`src/rtl/alu_pkg.sv`:
```
// Shared ALU definitions: carry-in source encodings and decode helper.
package alu_pkg;

  typedef enum logic [1:0] {
    CSEL_ZERO  = 2'b00,
    CSEL_FLAG  = 2'b01,
    CSEL_ONE   = 2'b10,
    CSEL_ZERO2 = 2'b11
  } csel_e;

  function automatic logic carry_sel(
    input logic [1:0] sel,
    input logic       flag
  );
    logic r;
    r = 1'b0;
    unique case (csel_e'(sel))
      CSEL_FLAG: r = flag;
      CSEL_ONE:  r = 1'b1;
      default:   r = 1'b0;
    endcase
    return r;
  endfunction

endpackage

```
`src/rtl/adder_slice.sv`:
```
// One SLICE-bit ripple slice of the pipelined adder, purely combinational.
module adder_slice #(
  parameter int SLICE = 8
) (
  input  logic [SLICE-1:0] a,
  input  logic [SLICE-1:0] b,
  input  logic             cin,
  output logic [SLICE-1:0] sum,
  output logic             cout
);

  assign {cout, sum} = {1'b0, a} + {1'b0, b} + {{SLICE{1'b0}}, cin};

endmodule

```
`src/rtl/adder_pipe.sv`:
```
// Carry-pipelined adder: one SLICE-bit slice per stage, valid/ready
// handshake, global stall and flag generation on the final stage.
module adder_pipe
  import alu_pkg::*;
#(
  parameter int WIDTH = 16,
  parameter int SLICE = 8
) (
  input  logic             clk,
  input  logic             rst,
  input  logic             in_valid,
  output logic             in_ready,
  input  logic [WIDTH-1:0] LHS,
  input  logic [WIDTH-1:0] RHS,
  input  logic             Subtract,
  input  logic [1:0]       CarrySelect,
  input  logic             CarryFlag,
  input  logic             FlagSource,
  output logic             out_valid,
  input  logic             out_ready,
  output logic [WIDTH-1:0] AdderOut,
  output logic             CarryOut,
  output logic             ZeroOut,
  output logic             NegOut,
  output logic             OverflowOut,
  output logic             CarryFlagReg
);

  localparam int STAGES = WIDTH / SLICE;
  localparam int L = STAGES - 1;
  localparam int MSB = WIDTH - 1;
  localparam logic [WIDTH-1:0] SMASK = WIDTH'({SLICE{1'b1}});

  logic [WIDTH-1:0] a_q [STAGES];
  logic [WIDTH-1:0] b_q [STAGES];
  logic [WIDTH-1:0] s_q [STAGES];
  logic             c_q [STAGES];
  logic [WIDTH-1:0] a_d [STAGES];
  logic [WIDTH-1:0] b_d [STAGES];
  logic [WIDTH-1:0] s_d [STAGES];
  logic             c_d [STAGES];
  logic [STAGES-1:0] v_q;

  logic flag_q;
  logic zero_q;
  logic neg_q;
  logic ovf_q;
  logic stall;
  logic hazard;
  logic accept;
  logic fire;
  logic flag;
  logic cin;

  assign out_valid = v_q[L];
  assign stall     = out_valid && !out_ready;
  assign fire      = out_valid && out_ready;
  assign hazard    = in_valid && FlagSource
                  && (CarrySelect == CSEL_FLAG) && (|v_q);
  assign in_ready  = !rst && !stall && !hazard;
  assign accept    = in_valid && in_ready;
  assign flag      = FlagSource ? flag_q : CarryFlag;
  assign cin       = carry_sel(CarrySelect, flag);

  for (genvar k = 0; k < STAGES; k++) begin : g_stage
    logic [WIDTH-1:0] a_i;
    logic [WIDTH-1:0] b_i;
    logic [WIDTH-1:0] s_i;
    logic             c_i;
    logic [SLICE-1:0] sl_sum;
    logic             sl_co;

    if (k == 0) begin : g_first
      assign a_i = LHS;
      assign b_i = Subtract ? ~RHS : RHS;
      assign s_i = '0;
      assign c_i = cin;
    end else begin : g_next
      assign a_i = a_q[k-1];
      assign b_i = b_q[k-1];
      assign s_i = s_q[k-1];
      assign c_i = c_q[k-1];
    end

    adder_slice #(
      .SLICE(SLICE)
    ) u_slice (
      .a   (a_i[k*SLICE +: SLICE]),
      .b   (b_i[k*SLICE +: SLICE]),
      .cin (c_i),
      .sum (sl_sum),
      .cout(sl_co)
    );

    assign a_d[k] = a_i;
    assign b_d[k] = b_i;
    assign c_d[k] = sl_co;
    assign s_d[k] = (s_i & ~(SMASK << (k*SLICE)))
                  | (WIDTH'(sl_sum) << (k*SLICE));
  end

  always_ff @(posedge clk) begin
    if (rst) begin
      v_q    <= '0;
      flag_q <= 1'b0;
      zero_q <= 1'b0;
      neg_q  <= 1'b0;
      ovf_q  <= 1'b0;
      for (int k = 0; k < STAGES; k++) begin
        a_q[k] <= '0;
        b_q[k] <= '0;
        s_q[k] <= '0;
        c_q[k] <= 1'b0;
      end
    end else if (!stall) begin
      v_q <= (v_q << 1) | STAGES'(accept);
      for (int k = 0; k < STAGES; k++) begin
        a_q[k] <= a_d[k];
        b_q[k] <= b_d[k];
        s_q[k] <= s_d[k];
        c_q[k] <= c_d[k];
      end
      // Flags are formed as the last slice lands so they hold during stalls.
      zero_q <= (s_d[L] == '0);
      neg_q  <= s_d[L][MSB];
      ovf_q  <= (a_d[L][MSB] == b_d[L][MSB])
             && (s_d[L][MSB] != a_d[L][MSB]);
      if (fire) flag_q <= c_q[L];
    end
  end

  assign AdderOut     = s_q[L];
  assign CarryOut     = c_q[L];
  assign ZeroOut      = zero_q;
  assign NegOut       = neg_q;
  assign OverflowOut  = ovf_q;
  assign CarryFlagReg = flag_q;

endmodule

```
`config.mk`:
```
export PLATFORM = sky130hd
export DESIGN_NAME = adder_pipe
export DESIGN_NICKNAME = d
export VERILOG_FILES = /design/src/rtl/alu_pkg.sv /design/src/rtl/adder_slice.sv /design/src/rtl/adder_pipe.sv
export SDC_FILE = /design/constraint.sdc
export NUM_CORES = 1
export LEC_CHECK = 0
export ABC_AREA = 1
export BUFFER_PORTS_ARGS = -buffer_cell sky130_fd_sc_hd__clkbuf_2
export CORE_UTILIZATION = 45
export DETAILED_ROUTE_END_ITERATION = 10
export PLACE_DENSITY = 0.7
export REMOVE_ABC_BUFFERS = 1
export SLEW_MARGIN = 20
export SYNTH_ARGS = -nofsm -noshare
export SYNTH_HDL_FRONTEND = slang
export SYNTH_HIERARCHICAL = 1
export SYNTH_SLANG_ARGS = --single-unit
```
`constraint.sdc`:
```
create_clock -name clk -period 2.05 [get_ports clk]
set_input_delay 0.1025 -clock clk [delete_from_list [all_inputs] [get_ports clk]]
set_output_delay 0.1025 -clock clk [all_outputs]
set_load 0.01 [all_outputs]
```
Word-level counts from Yosys, hierarchy flattened

Memory sizes are Yosys's and may differ from the RTL's.
Cells that the tools add are included.

Flip-flop bits (word level): 6
Latch bits: 0
Bits in writable memories: 98
Memory bits (read-only): 0
Input bits: 41
Output and inout bits: 23
Word-level logic and storage cells: 61
Memories kept: 4

Memory list:

| memory | words | width | read ports | clocked after Yosys merged registers in | write ports | RTL line         | text |
|---|---|---|---|---|---|---|---|
| a_q    | 2     | 16    | 1          | 0                                       | 2           | adder_pipe.sv:34 | `logic [WIDTH-1:0] a_q [STAGES];` |
| b_q    | 2     | 16    | 1          | 0                                       | 2           | adder_pipe.sv:35 | `logic [WIDTH-1:0] b_q [STAGES];` |
| s_q    | 2     | 16    | 2          | 0                                       | 2           | adder_pipe.sv:36 | `logic [WIDTH-1:0] s_q [STAGES];` |
| c_q    | 2     | 1     | 2          | 0                                       | 2           | adder_pipe.sv:37 | `logic c_q [STAGES];` |

Add/sub/neg operators: 4
Multiply operators: 0
Div/mod/pow operators: 0
Order comparisons: 0
Eq/ne operators: 4
Shift-type cells: 0
Multiplexer cells: 16
Bitwise operators: 12
Reduce and logical (&&, ||, !) cells: 16

Operators with widths:

| kind                                                 | number |
|---|---|
| two-way mux 16 bit                                   | 7 |
| adder 8 x 8 -> 9 bit                                 | 2 |
| adder 9 x 1 -> 9 bit                                 | 2 |
| zero test 16 bit                                     | 1 |
| NOT 16 bit                                           | 1 |
| OR 8 x 16 -> 16 bit                                  | 1 |
| logical AND 1 bit                                    | 9 |
| two-way mux 1 bit                                    | 8 |
| OR 1 bit                                             | 8 |
| zero test 1 bit                                      | 4 |
| equality test 2 x 1 -> 1 bit (second input constant) | 1 |
| equality test 2 bit (second input constant)          | 1 |
| OR 2 x 1 -> 2 bit                                    | 1 |
| case mux 1 bit (2 select lines)                      | 1 |
| AND reduction 2 bit                                  | 1 |
| OR reduction 2 bit                                   | 1 |
| equality test 1 bit                                  | 1 |
| != test 1 bit                                        | 1 |
| NOT 1 bit                                            | 1 |

Logic depth before layout (Yosys ltp)

Depth after elaboration: 7
Gate-level depth with buffers: 14
Mapped depth without buffers: 14

Modules after synthesis

The synthesis kept the hierarchy.

By module, submodules not included:

| module      | times used | cells each | area each (um^2) | sequential area each (um^2) |
|---|---|---|---|---|
| adder_pipe  | 1          | 199        | 2163.3           | 1381.3 |
| adder_slice | 2          | 59         | 384.1            | 0.0 |

Worst setup path after synthesis

No wires, ideal clock.

Kind: register to register
From: reg flag_q, in the netlist CarryFlagReg (read register of c_q)
To: mem c_q[0][0], data pin
Setup time: 0.251 ns
Arrival time: 1.846 ns
Data required time: 1.799 ns
Slack: -0.047 ns
Cell stages (with the launch flop): 15
Buffers on the path: 0
Clock period less this slack: 2.097 ns
Cells stage by stage: dfxtp_1 -> inv_1 -> nand2_1 -> o211ai_1 -> a21oi_1 -> fa_1 -> fa_1 -> nand2_1 -> nand2_1 -> nand3b_4 -> nand2_1 -> nand2_1 -> nand2_1 -> inv_1 -> nor2_1

RTL lines:

| what        | RTL line         | text |
|---|---|---|
| from (decl) | adder_pipe.sv:44 | `logic flag_q;` |
| to (decl)   | adder_pipe.sv:37 |  |

==> results.toml <==
[setup_path]
cp.arrival_ns = 2.13
endpoint_kind = "flop"
reg2reg_from = "a_q[0][8]"
endpoint = "s_q[0][30]"
critPathKind = "reg -> reg"
rr_endpoint = "s_q[0][30]"
path_max_fanout = 2
critPathRequiredTime_ns = 2.09
start_kind = "flop"
cp-startpoint = "a_q[0][8]"
reg2reg_depth = 11
reg2reg_slack_ns = -0.03

[yosys]
synth_top_area_cell = "edfxtp_1"
synth-edff-count = 42
syn_inst = 317
ys_ff_latch = 48
synthTopCellsByArea = "edfxtp_1 43%, nand2_1 7.7%, inv_1 7.2%, ha_1 6.8%, nor2_1 6.1%"
synth_cell_type_count = 25
avgSynthCellArea_um2 = 9.248
synth_top_cell_area_share_pct = 43.02
yosysMostFrequentCell = "nand2_1"
ys_warn_count = 6
ys_seq_area_share_pct = 47.12
synthTopCellsByCount = "60 x nand2_1, 56 x inv_1, 48 x nor2_1"
async_flop_share_pct = 0
synth_flop_cell = "edfxtp_1"
synthesis.area_mm2 = 0.002932

[clock_tree]
hold_buffers = 0
clock_tree.buffer_depth = 2
htreeDepth = 2
clk_latency_ns = 0.29
clk_pin_slew_ns = 0.08
root_buffer = "clkbuf_8"
cts_num_sinks = 48
cts_tree = "built"
cts_buffers = 5

[status]
violations = "negative setup slack"
status = "complete, but fails checks"

[grt]
grt_pass1_vias = 2055
grt_pass1_wl_um = 8342
track_usage_pct = 16.15
grt_max_degree = 45
overflow = 0
antenna_found_initial = 0

[final_layout]
drive_above_1_share_pct = 33.25
fin_cells = 468
diodes = 0
syn_to_final_growth_pct = 19.38
utilization_pct = 55.43
fin_nets = 451

[die]
die_y_um = 82.71
die-area_mm2 = 0.006841
die_w_um = 82.71
start_util_pct = 46.43
io_pins = 64
fp-row-count = 29
core_mm2 = 0.006314

[drt]
drt_first_pass_iters = 4
totalWireLength_um = 4952
drt_iter0_markers = 66
vias_per_cell = 4.553
wl_per_cell_um = 10.58
num_vias = 2131
drc = 0
ant_nets = 0

[timing]
finalMaxSlewViolations = 0
max_slew_margin_pct = 73.37
tightestPinTransition_ns = 0.3980
skew_ns = 0.004015
fmax_mhz = 480.4
setup_viol = 4
grt_setup_unrepaired = "yes"
period_needed_ns = 2.081
layout_setup_ws_ns = -0.03139
fin_crit_sh_pct = 101.5
finalHoldViolCount = 0
tns_ns = -0.07528

[worst_hold_path]
hold_class = "in -> reg"

[place]
detailed_place_hpwl_um = 3766
placed_cells = 457
place_congestion = 0.8062
io_buffers = 63

[job]
cap_violations = 0

[power_and_ir_drop]
max-vdd-ir-drop_uv = 390.3
power_density_mw_per_mm2 = 747.9
leakage_uw = 0.001800
sequential cells by signal, summed over array words and instances (netlist names):
name / flops
c_q: 2
s_q: 24
OverflowOut: 1
b_q: 8
a_q: 8
ZeroOut: 1
NegOut: 1
v_q: 2
CarryFlagReg: 1
area by class of cell:
cell class                      count  area (um^2)
Clock inverter                      2        35.03
Multi-Input combinational cell    204         1304
Clock buffer                        6        72.57
Fill cell                         601         2814
Tap cell                           77        96.34
Sequential cell                    48         1383
Inverter                           59        226.5
Timing Repair Buffer               72        382.9
worst min-delay path by stage:
stage	endpoint	from	slack, ns	cells past startpoint
4_1_cts	v_q[0]	in_valid	0.06	3
5_1_grt	v_q[0]	in_valid	0.07	3
3_3_place_gp	v_q[0]	in_valid	0.36	3
3_5_place_dp	v_q[0]	in_valid	0.37	3
2_1_floorplan	v_q[0]	in_valid	0.25	2
6_report	v_q[0]	in_valid	0.06	3
power by group:
group | total [uW] | switching, uW | internal, uW
Combinational | 718 | 405 | 313
Sequential | 1240 | 45.2 | 1190
Clock | 663 | 301 | 362
Total | 2620 | 751 | 1870
kinds of logic (layout without fill, tap and decap cells):
group	count (synthesis)	count (layout)	share of synthesized area (%)
AOI/OAI and AO/OA	15	15	2.731
xor gates and xnor gates	22	22	6.573
adders and majority gates	20	20	9.560
buffers and inverters	65	139	10.33
DFF	48	48	47.12
and+or+nand+nor	147	147	23.69
layout by cell type (no fill, tap or decap):
cell | Yosys | final
nand3_1 | 7 | 7
nand2_4 | 0 | 3
nand3b_1 | 2 | 2
a21oi_1 | 9 | 8
nand2_2 | 7 | 14
fa_2 | 0 | 4
xor2_1 | 10 | 10
dfxtp_1 | 6 | 5
dfxtp_2 | 0 | 1
nor2_4 | 1 | 1
inv_6 | 1 | 1
nor2_2 | 13 | 14
edfxtp_1 | 42 | 42
nand3b_4 | 2 | 2
a21oi_2 | 0 | 1
inv_2 | 2 | 4
or2_4 | 4 | 4
o211ai_1 | 2 | 2
inv_1 | 56 | 54
xnor2_1 | 12 | 12
bufinv_16 | 0 | 1
nand2_1 | 60 | 50
clkbuf_1 | 0 | 1
clkbuf_8 | 0 | 5
nor2_1 | 48 | 47
o21ai_0 | 4 | 4
nand3_2 | 2 | 2
nor3b_1 | 1 | 1
ha_1 | 16 | 16
clkbuf_2 | 0 | 63
buf_4 | 0 | 9
clkinv_2 | 0 | 1
timing repair:
| action | CTS | global route |
|---|---|---|
| resized for setup | 12 | 10 |
| setup endpoints to repair | 6 | 7 |
| buffers inserted | 2 | 1 |
| gates cloned | 0 | 0 |
| pin swaps | 2 | 6 |
stage by stage:
stage	instance area (um^2)	setup slack, ns	hold WS [ns]	total power, uW
after global routing	3500	-0.2083	0.07335	2801
after floorplan	2855	-0.05933	0.2497	1732
after detailed placement	3312	-0.2259	0.3682	1938
after CTS	3462	-0.01239	0.05811	2615
final	3500	-0.03139	0.06335	2618
after global placement	3312	-0.1539	0.3627	1917
worst max-delay path, cell delays in order, from the launching register on:
cell and delay, ns:
edfxtp_1 0.41, fa_2 0.42, fa_2 0.38, nand2_2 0.09, nand2_4 0.06, nand3b_4 0.08
nand2_2 0.05, nand2_1 0.07, nand2_1 0.07, buf_4 0.14, inv_2 0.04, nor2_1 0.03
metal layers:
layer,track usage [%],up-vias,wire length (um)
li1,-,1124,-
met5,0,-,0
met3,3.187,6,194
met1,18.40,957,2166
met2,29.75,44,2520
met4,5.690,0,72
Note: power is estimated with default switching activity, not from simulation.
